## src/rtl/keypad_code_lock.sv

```systemverilog
// keypad_code_lock: 4-digit passcode lock fed by debounced keypad events.
// Digits fill an entry buffer, '#' (F) submits and '*' (E) clears. A matching
// code raises unlock for UNLOCK_CYC cycles. The optional lockout after MAX_FAIL
// consecutive failures is enabled by defining KEYLOCK_LOCKOUT_EN.
// All outputs are registered from next-state values, so a key strobed in one
// cycle shows on S/LEDs/unlock in the following cycle.
module keypad_code_lock #(
    parameter logic [15:0] CODE        = 16'h1234,
    parameter logic [31:0] TIMEOUT_CYC = 32'd500_000_000,
    parameter logic [31:0] UNLOCK_CYC  = 32'd300_000_000,
    parameter logic [2:0]  MAX_FAIL    = 3'd3,
    parameter logic [31:0] LOCKOUT_CYC = 32'd1_000_000_000
) (
    input  logic       clk,
    input  logic       rst_n,
    input  logic       key_valid,
    input  logic [3:0] key_code,
    output logic [6:0] S,
    output logic [7:0] LEDs,
    output logic       unlock
);

    localparam logic [2:0] ST_IDLE    = 3'd0;
    localparam logic [2:0] ST_ENTRY   = 3'd1;
    localparam logic [2:0] ST_CHECK   = 3'd2;
    localparam logic [2:0] ST_OPEN    = 3'd3;
    localparam logic [2:0] ST_FAIL    = 3'd4;
    localparam logic [2:0] ST_LOCKOUT = 3'd5;

    localparam logic [3:0] KEY_CLEAR = 4'hE;
    localparam logic [3:0] KEY_ENTER = 4'hF;

    // Hex digit to {g,f,e,d,c,b,a} active-high glyph.
    function automatic logic [6:0] hex_glyph(input logic [3:0] d);
        logic [6:0] g;
        case (d)
            4'h0:    g = 7'h3F;
            4'h1:    g = 7'h06;
            4'h2:    g = 7'h5B;
            4'h3:    g = 7'h4F;
            4'h4:    g = 7'h66;
            4'h5:    g = 7'h6D;
            4'h6:    g = 7'h7D;
            4'h7:    g = 7'h07;
            4'h8:    g = 7'h7F;
            4'h9:    g = 7'h6F;
            4'hA:    g = 7'h77;
            4'hB:    g = 7'h7C;
            4'hC:    g = 7'h39;
            4'hD:    g = 7'h5E;
            4'hE:    g = 7'h79;
            default: g = 7'h71;
        endcase
        return g;
    endfunction

    // Digit count to thermometer LED pattern.
    function automatic logic [3:0] thermo(input logic [2:0] n);
        logic [3:0] t;
        case (n)
            3'd0:    t = 4'b0000;
            3'd1:    t = 4'b0001;
            3'd2:    t = 4'b0011;
            3'd3:    t = 4'b0111;
            default: t = 4'b1111;
        endcase
        return t;
    endfunction

    logic [2:0]  state_q, state_d;
    logic [15:0] buf_q, buf_d;
    logic [2:0]  count_q, count_d;
    logic [2:0]  fail_q, fail_d;
    logic [31:0] timer_q, timer_d;
    logic        err_q, err_d;
    logic [6:0]  s_q, s_d;
    logic [7:0]  leds_q, leds_d;
    logic        unlock_q, unlock_d;

    logic [31:0] timer_inc;
    logic        is_digit;

    // Next-state logic for the lock FSM, entry buffer, failure count and shared timer.
    always_comb begin
        state_d   = state_q;
        buf_d     = buf_q;
        count_d   = count_q;
        fail_d    = fail_q;
        timer_d   = timer_q;
        err_d     = err_q;
        timer_inc = timer_q + 32'd1;
        is_digit  = (key_code <= 4'd9);
        case (state_q)
            ST_IDLE: begin
                if (key_valid) begin
                    err_d = 1'b0;
                    if (is_digit) begin
                        buf_d   = {buf_q[11:0], key_code};
                        count_d = 3'd1;
                        timer_d = 32'd0;
                        state_d = ST_ENTRY;
                    end else begin
                        state_d = ST_IDLE;
                    end
                end else begin
                    state_d = ST_IDLE;
                end
            end
            ST_ENTRY: begin
                if (key_valid) begin
                    // Any key, even an ignored one, restarts the idle timeout.
                    timer_d = 32'd0;
                    if (is_digit) begin
                        if (count_q < 3'd4) begin
                            buf_d   = {buf_q[11:0], key_code};
                            count_d = count_q + 3'd1;
                        end else begin
                            buf_d = buf_q;
                        end
                    end else if (key_code == KEY_CLEAR) begin
                        buf_d   = 16'h0000;
                        count_d = 3'd0;
                        state_d = ST_IDLE;
                    end else if (key_code == KEY_ENTER) begin
                        state_d = ST_CHECK;
                    end else begin
                        state_d = ST_ENTRY;
                    end
                end else if (timer_inc >= TIMEOUT_CYC) begin
                    buf_d   = 16'h0000;
                    count_d = 3'd0;
                    timer_d = 32'd0;
                    state_d = ST_IDLE;
                end else begin
                    timer_d = timer_inc;
                end
            end
            ST_CHECK: begin
                if ((count_q == 3'd4) && (buf_q == CODE)) begin
                    fail_d  = 3'd0;
                    state_d = ST_OPEN;
                end else begin
                    state_d = ST_FAIL;
                end
                buf_d   = 16'h0000;
                count_d = 3'd0;
                timer_d = 32'd0;
            end
            ST_OPEN: begin
                if (timer_inc >= UNLOCK_CYC) begin
                    timer_d = 32'd0;
                    state_d = ST_IDLE;
                end else begin
                    timer_d = timer_inc;
                end
            end
            ST_FAIL: begin
                if (fail_q >= MAX_FAIL) begin
                    fail_d = MAX_FAIL;
                end else begin
                    fail_d = fail_q + 3'd1;
                end
                err_d   = 1'b1;
                timer_d = 32'd0;
`ifdef KEYLOCK_LOCKOUT_EN
                if (fail_d == MAX_FAIL) begin
                    state_d = ST_LOCKOUT;
                end else begin
                    state_d = ST_IDLE;
                end
`else
                state_d = ST_IDLE;
`endif
            end
            ST_LOCKOUT: begin
                // Only reachable when the lockout feature is built in.
                if (timer_inc >= LOCKOUT_CYC) begin
                    timer_d = 32'd0;
                    fail_d  = 3'd0;
                    state_d = ST_IDLE;
                end else begin
                    timer_d = timer_inc;
                end
            end
            default: begin
                state_d = ST_IDLE;
                buf_d   = 16'h0000;
                count_d = 3'd0;
                timer_d = 32'd0;
            end
        endcase
    end

    // Output decode from next-state values so outputs register alongside the state.
    always_comb begin
        unlock_d = (state_d == ST_OPEN);
        leds_d[3:0] = thermo(count_d);
        leds_d[4]   = (state_d == ST_OPEN);
        leds_d[5]   = (state_d == ST_FAIL) || err_d;
`ifdef KEYLOCK_LOCKOUT_EN
        leds_d[6]   = (state_d == ST_LOCKOUT);
`else
        leds_d[6]   = 1'b0;
`endif
        leds_d[7]   = (state_d == ST_CHECK) || (state_d == ST_OPEN) ||
                      (state_d == ST_FAIL)  || (state_d == ST_LOCKOUT);
        case (state_d)
            ST_ENTRY:   s_d = hex_glyph(buf_d[3:0]);
            ST_OPEN:    s_d = 7'h3E;
            ST_FAIL:    s_d = 7'h79;
            ST_LOCKOUT: s_d = 7'h40;
            ST_IDLE: begin
                if (err_d) begin
                    s_d = 7'h79;
                end else begin
                    s_d = 7'h00;
                end
            end
            default:    s_d = 7'h00;
        endcase
    end

    // State and output registers with synchronous active-low reset.
    always_ff @(posedge clk) begin
        if (!rst_n) begin
            state_q  <= ST_IDLE;
            buf_q    <= 16'h0000;
            count_q  <= 3'd0;
            fail_q   <= 3'd0;
            timer_q  <= 32'd0;
            err_q    <= 1'b0;
            s_q      <= 7'h00;
            leds_q   <= 8'h00;
            unlock_q <= 1'b0;
        end else begin
            state_q  <= state_d;
            buf_q    <= buf_d;
            count_q  <= count_d;
            fail_q   <= fail_d;
            timer_q  <= timer_d;
            err_q    <= err_d;
            s_q      <= s_d;
            leds_q   <= leds_d;
            unlock_q <= unlock_d;
        end
    end

    assign S      = s_q;
    assign LEDs   = leds_q;
    assign unlock = unlock_q;

endmodule

```

## config.mk

```make
export PLATFORM = sky130hd
export DESIGN_NAME = keypad_code_lock
export DESIGN_NICKNAME = d
export VERILOG_FILES = /design/src/rtl/keypad_code_lock.sv
export SDC_FILE = /design/constraint.sdc
export NUM_CORES = 1
export LEC_CHECK = 0
export CORE_AREA = 2 2 112 114
export DETAILED_ROUTE_END_ITERATION = 12
export DIE_AREA = 0 0 114 116
export GPL_TIMING_DRIVEN = 0
export HOLD_SLACK_MARGIN = 0.15
export PLACE_DENSITY = 0.58
export SLEW_MARGIN = 20
export SYNTH_ARGS = -nofsm -noshare
export SYNTH_HDL_FRONTEND = slang
export SYNTH_SLANG_ARGS = --single-unit
```

## constraint.sdc

```tcl
create_clock -name clk -period 4.25 [get_ports clk]
set_input_delay 0.85 -clock clk [delete_from_list [all_inputs] [get_ports clk]]
set_output_delay 0.85 -clock clk [all_outputs]
set_load 0.01 [all_outputs]
```

# Yosys cells after proc, flatten, opt, wreduce, memory -nomap -nowiden
# Memory sizes are Yosys's and may differ from the RTL's.
# Cells that the tools add are included.
dict set report totals {
  register_bits 71
  mem_bits_ro 112
  elab_cells 91
  n_memories 1
}
# name words width rd rd_ports_with_merged_regs write_ports line
set memory_table {}
lappend memory_table {{(no name shown)} 16 7 1 0 0 36} ;# case (d)
dict set report classes {
  add_sub_neg 2
  n_lt_le_gt_ge 5
  n_eq_ne 22
  n_mux 39
  n_bitwise 1
  reduce_logical 11
}
# cell count
set op_table {}
lappend op_table {{$mux W32} 6}
lappend op_table {{$pmux W32 S4} 1}
lappend op_table {{$mux W16} 7}
lappend op_table {{$ge A32 B29 Y1 const B} 2}
lappend op_table {{$pmux W16 S3} 1}
lappend op_table {{$mux W3} 14}
lappend op_table {{$pmux W7 S5} 1}
lappend op_table {{$add A32 B1 Y32 const B} 1}
lappend op_table {{$ge A32 B30 Y1 const B} 1}
lappend op_table {{$eq A3 B2 Y1 const B} 6}
lappend op_table {{$eq A16 B13 Y1 const B} 1}
lappend op_table {{$pmux W4 S4} 1}
lappend op_table {{$eq A3 B3 Y1 const B} 5}
lappend op_table {{$pmux W3 S5} 1}
lappend op_table {{$eq A3 B1 Y1 const B} 3}
lappend op_table {{$logic_not A3 Y1} 3}
lappend op_table {{$pmux W3 S3} 1}
lappend op_table {{$eq A4 B4 Y1 const B} 2}
lappend op_table {{$ne A4 B4 Y1 const B} 2}
lappend op_table {{$mux W7} 1}
lappend op_table {{$reduce_and A6 Y1} 1}
lappend op_table {{$le A4 B4 Y1 const B} 1}
lappend op_table {{$logic_or A1 B1 Y1} 4}
lappend op_table {{$mux W2} 2}
lappend op_table {{other kinds (10)} 12}

# Logic depth before layout (Yosys ltp)
dict set report depth {
  ltp_word 10
  depth_mapped 16
  ltp_nobuf 15
}

# Worst setup path before layout
# OpenSTA, ideal clock, no wires.
dict set report synth_path {
  kind {register -> register}
  start {register timer_q[0]}
  end {register s_q[0], in the netlist S[0]}
  setup_time_ps 59
  t_arrival_ps 3551
  t_required_ps 4191
  slack_ps 640
  stages_incl_launch_ff 16
  n_path_buf 1
  path_cell_list {dfxtp_1 ha_1 and4_1 buf_2 nand2_1 nor2_1 or3_1 a221oi_2 o31ai_1 o21ai_1 a22oi_1 inv_1 ha_1 or3b_1 o221ai_1 a31o_1}
}
dict set report synth_between {
  elab_chain_len 7
  word_cells_on_any_way 19
}
# item line
set synth_lines {}
lappend synth_lines {{start, declared} 74} ;# logic [31:0] timer_q, timer_d;
lappend synth_lines {{start signal, assigned} 240} ;# timer_q <= timer_d;
lappend synth_lines {{$add A32 B1 Y32} 91} ;# timer_inc = timer_q + 32'd1;
lappend synth_lines {{$ge A32 B29 Y1} 129} ;# end else if (timer_inc >= TIMEOUT_CYC) begin
lappend synth_lines {{$mux W16} 129}
lappend synth_lines {{$mux W16} 110} ;# if (key_valid) begin
lappend synth_lines {{$pmux W16 S3} 93} ;# case (state_q)
lappend synth_lines {{named net buf_d[0]} 71} ;# logic [15:0] buf_q, buf_d;
lappend synth_lines {{$mem_v2 Z16 W7} -}
lappend synth_lines {{$pmux W7 S5} 207} ;# case (state_d)
lappend synth_lines {{end signal, assigned} 232} ;# s_q <= 7'h00;
lappend synth_lines {{end signal, assigned} 242} ;# s_q <= s_d;
lappend synth_lines {{end, declared} 76} ;# logic [6:0] s_q, s_d;
# The timed path passes the listed nets, and every way through them passes these cells. The select of a mux whose other input is x is not followed.
# A chain may end at the register's enable or synchronous reset.

# Worst setup path after layout
dict set report layout_path {
  start {register timer_q[0]}
  end {register s_q[1], in the netlist S[1]}
}
dict set report layout_between {
  elab_chain_len 7
  word_cells_on_any_way 19
}
# item line
set layout_lines {}
lappend layout_lines {{$add A32 B1 Y32 *} 91}
lappend layout_lines {{$ge A32 B29 Y1} 129}
lappend layout_lines {{$mux W16 / $mux W3 (equally long branches)} 129}
lappend layout_lines {{$mux W16 / $mux W3 (equally long branches)} 110}
lappend layout_lines {{$pmux W16 S3 / $pmux W3 S5 (equally long branches)} 93}
lappend layout_lines {{$mem_v2 Z16 W7, or another cell as far along} -}
lappend layout_lines {{$pmux W7 S5 *} 207}
# Mark *: on every way between the ends. The rest lies on a longest branch, timed or not. The select of a mux whose other input is x is not followed.

==> reports/results.ini <==
[placed_design]
place_inst = 746
dp_hpwl_um = 9984
gp_congestion = 0.9069
io_buffers = 20
dpl_cell_area_um2 = 5075
dpl_worst_slack_ps = -436.7

[setup_path]
reg2reg_slack_ps = 200
cp-end-kind = register
criticalPathCategory = reg -> reg
rr_endpoint = S[1]$_SDFF_PN0_
cp.required_ps = 4510
ff2ff_path_depth = 14
cp_slowest_cell = nor4_1
arrival_ps = 4320
crit_fanout = 7
critPathMaxStageDelay_ps = 490
critPathLaunchType = register
r2r_start = timer_q[0]$_SDFFE_PN0P_
cp_cell_sequence = ha_2 > nand4_2 > o31a_1 > nor4_1 > a311oi_2 > a221oi_2 > o31ai_2 > o21ai_2 > a22oi_2 > ha_1 > inv_1 > nor2_1 > a311o_1 > a31oi_1

[sta]
finalCriticalPeriod_ps = 4054
hold_viol = 0
finalClockSkew_ps = 9.612
holdWs_ps = 498.5
max_freq_mhz = 246.7
maxSlewHeadroom = 0.5162
setup_violations = 0
slew_viol_final = 0
tightest_slew_ps = 720.2
finalWorstSetupSlack_ps = 196.3
fin_crit_sh = 0.9538

[floorplanning]
die_w_um = 114
start_util = 0.3938
ioPinCount = 23
dieHeight_um = 116
fp.dieArea_um2 = 13220
fp-row-count = 40
core_um2 = 11910

[finish]
drive_above_1_share = 0.1375
final_nets = 630
final_common_cell = dfxtp_1
num-fill-cells = 1192
diodes = 0
instances_no_fill = 765
most-common-layout-cells = dfxtp_1 (69), nor2_1 (57), nand2_1 (53)
synthToLayoutAreaGrowth_pct = 17.10
stdcell_area_um2 = 5493

[clock_network]
cts_tree = yes
cts_buffers = 9
cts_max_level = 3
clockBufferDepth = 2
ctsHoldBuffers = 0
clkLatencyLatePin_ps = 350
cts_sinks = 69
cts-root-buf = clkbuf_16
path_clk_slew_ps = 60

[logic_synthesis]
syn_inst = 579
yosys.area.top_type_share = 0.2945
synth_top_cell_by_area = dfxtp_1
synthTopCellsByArea = dfxtp_1 (29%), nor2_1 (4.7%), nand2_1 (4.3%), a31oi_1 (3.1%), a21oi_1 (3.0%)
synth.cell_area_um2 = 4691
yosysSeqAreaShare = 0.2945
synth_edf_count = 0
async_flop_share = 0
synth_warnings = 0
ys_ff_latch = 69
synth_nets = 596
ys_types = 87
syn_area_per_cell_um2 = 8.101
synth_flop_cell = dfxtp_1

[run]
drv_cap = 0

[detailed_routing]
route.detailed.drc = 0
drt-initial-drc-count = 326
dr.pass1.iters = 5
via_per_inst = 6.156
avgRoutedWirePerCell_um = 17.95
vias = 4709
drt_wl_total_um = 13730
ant_nets = 0

[min_path]
holdPathStages = 2
hp-class = reg -> reg
worstHoldStart = err_q$_SDFF_PN0_
holdPathEnd = err_q$_SDFF_PN0_

[power]
total_power_uw = 1718
peakVddDrop_v = 0.0001661
powerDensity_nw_per_um2 = 312.8
p_leak_uw = 0.002057

[global_route]
grt_first_pass_wirelength_um = 22110
grt_max_degree = 14
grt.total_usage = 0.2139
grt_pass1_vias = 4251
gr-total-overflow = 0
antenna_found_initial = 0

[run_status]
status = finished, final reports clean

-- layout make-up --
class                      count  area (um^2)  area share
multi-input combinational    451         3070      0.5590
inverter                      20        75.07     0.01367
sequential                    69         1381      0.2515
timing repair buffer          23        222.7     0.04055
clock buffer                  10        239.0     0.04351
buffer                        39        226.5     0.04123
clock inverter                 6        93.84     0.01708
tap                          147        183.9     0.03349
-- stage by stage --
step / util / setup TNS (ps)
floorplan: - / 0
global placement: 0.4261 / -2505
detailed placement: 0.4261 / -2315
CTS: 0.4560 / 0
global route: 0.4611 / -17.32
finish: 0.4611 / 0
-- worst max-delay path: cells and delay by family, from the launching register on --
kind | cells | cell delay, ps
compound gates | 8 | 2040
simple gates | 3 | 720
fa+ha+maj | 2 | 630
flops | 1 | 460
buf+inv | 1 | 90
-- how the worst max path moves through the flow --
stage | start | to | slack [ps] | cells past startpoint
after CTS | timer_q[0]$_SDFFE_PN0P_ | S[6]$_SDFF_PN0_ | 20 | 15
after global routing | timer_q[5]$_SDFFE_PN0P_ | S[6]$_SDFF_PN0_ | -20 | 14
after floorplan | timer_q[0]$_SDFFE_PN0P_ | S[0]$_SDFF_PN0_ | 640 | 15
final | timer_q[0]$_SDFFE_PN0P_ | S[1]$_SDFF_PN0_ | 200 | 14
after detailed placement | timer_q[0]$_SDFFE_PN0P_ | S[1]$_SDFF_PN0_ | -440 | 15
after global placement | timer_q[0]$_SDFFE_PN0P_ | S[6]$_SDFF_PN0_ | -500 | 15
-- cells by family after synthesis --
group / count (synthesis) / synth area share
AND/OR/NAND/NOR: 257 / 0.3182
XOR/XNOR: 15 / 0.02961
other: 1 / 0.0007994
buffers and inverters: 59 / 0.06375
multiplexers: 8 / 0.01734
adder cells (fa/ha/maj): 10 / 0.02667
AO/OA/AOI/OAI: 160 / 0.2491
flip-flops: 69 / 0.2945
-- Yosys cell counts (12+ instances only) --
master,n
nor4_1,15
clkbuf_1,13
dfxtp_1,69
o21ai_0,17
nand3_1,19
a31oi_1,23
xnor2_1,12
nor2_1,59
buf_2,14
a21oi_1,28
a22oi_1,17
and3_1,12
nand2_1,54
inv_1,20
nor3_1,17
-- registers in the layout (all words and copies together) (netlist names) --
signal,flops
err_q,1
S,7
state_q,3
LEDs,7
timer_q,32
count_q,3
buf_q,16
-- power by group --
| part | leakage (uW) | internal [uW] | switching (uW) |
|---|---|---|---|
| Combinational | 0.00134 | 81.3 | 121 |
| Sequential | 0.000558 | 662 | 11.3 |
| Clock | 0.000160 | 534 | 309 |
| Total | 0.00206 | 1280 | 441 |
-- timing repair --
action / CTS / global route
pin swaps: 0 / 1
gates cloned: 0 / 0
gates resized for setup: 5 / 8
setup endpoints to repair: 7 / 7
setup buffers: 0 / 3
-- metal layers --
metal / routed length, um / part of all wire / vias to the layer above / GRT usage
li1: - / - / 2264 / -
met1: 6216 / 0.45 / 2261 / 0.2817
met2: 6332 / 0.46 / 156 / 0.3365
met3: 844 / 0.061 / 28 / 0.05701
met4: 336 / 0.024 / 0 / 0.08049
met5: 0 / 0 / - / 0
Note: power is estimated with default switching activity, not from simulation.
==> variant 1, RTL diff (same settings) <==
Make the reset (`rst_n`) asynchronous in one clocked block. Comments in the files are not updated.
--- a/src/rtl/keypad_code_lock.sv
+++ b/src/rtl/keypad_code_lock.sv
@@ -223,3 +223,3 @@
     // State and output registers with synchronous active-low reset.
-    always_ff @(posedge clk) begin
+    always_ff @(posedge clk or negedge rst_n) begin
         if (!rst_n) begin
Behaviour: differs if rst_n is asserted again (counterexample within 4 cycles, from zero or initial values and one cycle with rst_n low); with rst_n held inactive, the same outputs for 4 cycles.
==> variant 1 against the unedited design <==
  * Worst setup slack gained 36 ps
  * Global-route usage down 0.51 points
  * Routed wire length fell by 2.7%
  * Synthesized area increased by 1.1%
  * Sequential share of layout area is 5.8 points higher
  * Hold slack worse by 78 ps
  * Count of clock-buffer cells in the layout rose by 1
  * Sequential cell count stayed put
  * Design area increased by 1.7%
  * Non-clock buffer count decreased by 2
  * Critical path type unchanged
  * Largest cell class unchanged
Power is not compared: it rests on default switching activity, and its combinational part moved more than twofold at a synthesized area within 25%.
==> variant 1: results (changes against the unedited design) <==
\begin{tabular}{lr}
\hline
Metric & Value \\
\hline
\multicolumn{2}{l}{\textbf{Setup path}} \\
\quad CP max stage cell & sky130\_fd\_sc\_hd\_\_dfrtp\_2 (was sky130\_fd\_sc\_hd\_\_nor4\_1) \\
\quad R2R Path Start & timer\_q[1] (was timer\_q[0]) \\
\quad Critical path arrival & 4290 ps (was 4320 ps) \\
\quad Largest stage delay, worst path & 460 ps (was 490 ps) \\
\multicolumn{2}{l}{\textbf{Placement}} \\
\quad Weighted congestion reported at the end of routability-driven placement & 0.9264 (was 0.9069) \\
\quad Detailed placer's ending HPWL & 9533 um (was 9984 um) \\
\quad Number of placed instances with taps included & 726 (was 746) \\
\multicolumn{2}{l}{\textbf{Clock tree}} \\
\quad Number of buffers inserted to repair setup after CTS & 3 (was 0) \\
\quad Count of instances resized after the clock tree is built & 12 (was 5) \\
\multicolumn{2}{l}{\textbf{Global route}} \\
\quad Via count of the first global-routing pass & 4332 (was 4251) \\
\quad Met3 usage & 0.04864 (was 0.05701) \\
\quad Gr usage total & 0.2088 (was 0.2139) \\
\quad GR Layer Usage met2 & 0.3452 (was 0.3365) \\
\quad Maximum number of pins on one net before global-route repair & 45 (was 14) \\
\multicolumn{2}{l}{\textbf{Yosys}} \\
\quad Post-synthesis adder-cell area fraction & 0.02639 (was 0.02667) \\
\quad Number of distinct library cells after synthesis & 74 (was 87) \\
\quad Mux contribution to synthesized area & 0.01715 (was 0.01734) \\
\quad Synth area leaders & sky130\_fd\_sc\_hd\_\_dfrtp\_1 36\%, sky130\_fd\_sc\_hd\_\_nand2\_1 4.4\%, sky130\_fd\_sc\_hd\_\_o21ai\_0 3.9\% (was sky130\_fd\_sc\_hd\_\_dfxtp\_1 29\%, sky130\_fd\_sc\_hd\_\_nor2\_1 4.7\%, sky130\_fd\_sc\_hd\_\_nand2\_1 4.3\%) \\
\quad Number of instances in the synthesized netlist & 558 (was 579) \\
\quad FFs w/ async S/R, synth & 1.000 (was 0) \\
\multicolumn{2}{l}{\textbf{Worst hold path}} \\
\quad Type of the tightest min-delay check & in2async (was reg2reg) \\
\multicolumn{2}{l}{\textbf{Drt}} \\
\quad Routed met3 length & 731 um (was 844 um) \\
\quad DRC marker count from the first detailed-route iteration & 424 (was 326) \\
\quad Routed WL & 13360 um (was 13730 um) \\
\multicolumn{2}{l}{\textbf{STA}} \\
\quad Layout Skew & 3.972 ps (was 9.612 ps) \\
\quad Max-Slew Margin vs Limit & 0.4025 (was 0.5162) \\
\multicolumn{2}{l}{\textbf{Cells and area}} \\
\quad Number of non-filler instances in the completed layout & 747 (was 765) \\
\quad Fill cell total of the finished layout & 1153 (was 1192) \\
\quad Area used by multi-input combinational logic & 2806 um\^{}2 (was 3070 um\^{}2) \\
\quad Fin nets & 612 (was 630) \\
\quad Non-clock inverter count & 32 (was 20) \\
\multicolumn{2}{l}{\textbf{Outcome}} \\
\quad Outcome & complete, no violations (unchanged) \\
\hline
\end{tabular}
variant 1: cell types whose count changed after synthesis, moves of 7 or more:
cell,unedited run,this run
sky130_fd_sc_hd__dfrtp_1,0,69
sky130_fd_sc_hd__dfxtp_1,69,0
sky130_fd_sc_hd__nor2_1,59,33
sky130_fd_sc_hd__o21ai_0,17,37
sky130_fd_sc_hd__a31oi_1,23,6
sky130_fd_sc_hd__a22o_1,3,19
sky130_fd_sc_hd__a22oi_1,17,3
sky130_fd_sc_hd__nand3_1,19,33
sky130_fd_sc_hd__inv_1,20,30
sky130_fd_sc_hd__nand4_1,9,16
sky130_fd_sc_hd__o211ai_1,3,10
variant 1: worst max path at each step:
| stage | start | to | cells past startpoint |
|---|---|---|---|
| global placement | timer_q[12] | S[0] | 14 |
| finish | timer_q[1] | S[0] | 17 |
| CTS | timer_q[1] | S[0] | 17 |
| detailed placement | timer_q[12] | S[0] | 14 |
| floorplan | timer_q[0] | S[0] | 16 |
| global route | timer_q[3] | S[6] | 15 |
==> variant 2, RTL diff (same flow settings) <==
Without the edit above. Set the parameter `LOCKOUT_CYC` to 32'd500000000 (it was 32'd1_000_000_000).
--- a/src/rtl/keypad_code_lock.sv
+++ b/src/rtl/keypad_code_lock.sv
@@ -11,3 +11,3 @@
     parameter logic [2:0]  MAX_FAIL    = 3'd3,
-    parameter logic [31:0] LOCKOUT_CYC = 32'd1_000_000_000
+    parameter logic [31:0] LOCKOUT_CYC = 32'd500000000
 ) (
Check against the original RTL: no difference found for any inputs over 4 cycles, from zero or initial values and one cycle with rst_n low; that may be too few to reach the edited logic, so the function may still have changed.
==> variant 2 against the unedited design <==
  * Sequential share of layout area shrank 1.8 points
  * Clock power is 0.5% lower
  * Sequential cell count stayed put
  * Worst setup slack worse by 41 ps
  * Final cell count increased by 6.8%
  * Design area rose by 8.7%
  * Synthesized cell count up 7.4%
  * Hold slack worse by 0.93 ps
  * Routed wire length up 10%
  * Die area is the same
  * Power grew 1.9%
  * Synthesized area is 7.5% higher
  * Critical path depth up 3
  * Critical path type unchanged
  * Largest power group unchanged
  * Highest routed layer unchanged
==> variant 2: results (changes against the unedited design) <==
\begin{tabular}{lr}
\hline
Metric & Value \\
\hline
\multicolumn{2}{l}{\textbf{Outcome}} \\
\quad Outcome & complete, no violations (unchanged) \\
\multicolumn{2}{l}{\textbf{Setup path}} \\
\quad Setup slack on the worst flop-to-flop path & 160 ps (was 200 ps) \\
\quad Worst-case reg-to-reg path depth & 17 (was 14) \\
\quad CP max stage cell & sky130\_fd\_sc\_hd\_\_or4\_4 (was sky130\_fd\_sc\_hd\_\_nor4\_1) \\
\quad Maximum fanout encountered on the critical timing path & 10 (was 7) \\
\quad Largest stage delay, worst path & 580 ps (was 490 ps) \\
\quad Cell family with most CP delay & simple AND/OR/NAND/NOR gates (was compound AO/OA/AOI/OAI gates) \\
\multicolumn{2}{l}{\textbf{Placement}} \\
\quad Pre-CTS setup slack & -443.6 ps (was -436.7 ps) \\
\quad Number of I/O port buffers & 21 (was 20) \\
\multicolumn{2}{l}{\textbf{Cells and area}} \\
\quad Fin nets & 681 (was 630) \\
\multicolumn{2}{l}{\textbf{Clock tree}} \\
\quad Number of buffers inserted to repair setup after CTS & 4 (was 0) \\
\quad Count of instances resized after the clock tree is built & 12 (was 5) \\
\multicolumn{2}{l}{\textbf{Drt}} \\
\quad Total number of vias & 5018 (was 4709) \\
\quad DRC marker count from the first detailed-route iteration & 340 (was 326) \\
\quad Sum of met2 wire segment lengths after detailed routing & 7113 um (was 6332 um) \\
\multicolumn{2}{l}{\textbf{STA}} \\
\quad Max-Slew Margin vs Limit & 0.3521 (was 0.5162) \\
\multicolumn{2}{l}{\textbf{Pwr}} \\
\quad Maximum VDD drop & 0.2098 mV (was 0.1661 mV) \\
\quad Static power due to leakage & 2.168 nW (was 2.057 nW) \\
\quad Power Density & 293.3 nW/um\^{}2 (was 312.8 nW/um\^{}2) \\
\multicolumn{2}{l}{\textbf{Yosys}} \\
\quad Compound-Gate Fraction of Synth Area & 0.3043 (was 0.2491) \\
\quad Mean cell area of the mapped netlist & 8.105 um\^{}2 (was 8.101 um\^{}2) \\
\quad Synthesized Nets & 638 (was 596) \\
\quad Top cells by instance count after synthesis & 69 x sky130\_fd\_sc\_hd\_\_dfxtp\_1, 49 x sky130\_fd\_sc\_hd\_\_nand2\_1, 33 x sky130\_fd\_sc\_hd\_\_o21ai\_0 (was 69 x sky130\_fd\_sc\_hd\_\_dfxtp\_1, 59 x sky130\_fd\_sc\_hd\_\_nor2\_1, 54 x sky130\_fd\_sc\_hd\_\_nand2\_1) \\
\quad Number of distinct library cells after synthesis & 95 (was 87) \\
\multicolumn{2}{l}{\textbf{Global route}} \\
\quad Met3 usage & 0.03243 (was 0.05701) \\
\quad Via count of the first global-routing pass & 4794 (was 4251) \\
\quad First-pass GRT wire length & 24430 um (was 22110 um) \\
\hline
\end{tabular}
variant 2: changes by cell type in the layout (fill, tap and decap cells not counted), moves of 7 or more:
cell	delta
sky130_fd_sc_hd__a21boi_0	+12
sky130_fd_sc_hd__a21boi_1	+7
sky130_fd_sc_hd__a31oi_1	-14
sky130_fd_sc_hd__and2_1	+7
sky130_fd_sc_hd__buf_4	+10
sky130_fd_sc_hd__dfxtp_1	-8
sky130_fd_sc_hd__dfxtp_2	+7
sky130_fd_sc_hd__nand4b_1	+7
sky130_fd_sc_hd__nor2_1	-27
sky130_fd_sc_hd__nor2b_1	+16
sky130_fd_sc_hd__o21a_1	+13
sky130_fd_sc_hd__o21ai_0	+15
variant 2: cell type report:
cell class              instances  area (um^2)  share of cell area
plain buffers                  45        261.5             0.04381
clock inverters                 7        98.84             0.01656
repair buffers                 32        292.8             0.04905
multi-input cells             489         3442              0.5766
well taps                     147        183.9             0.03081
inverters                      19        71.32             0.01195
flip-flops and latches         69         1394              0.2335
clock buffers                   9        225.2             0.03773
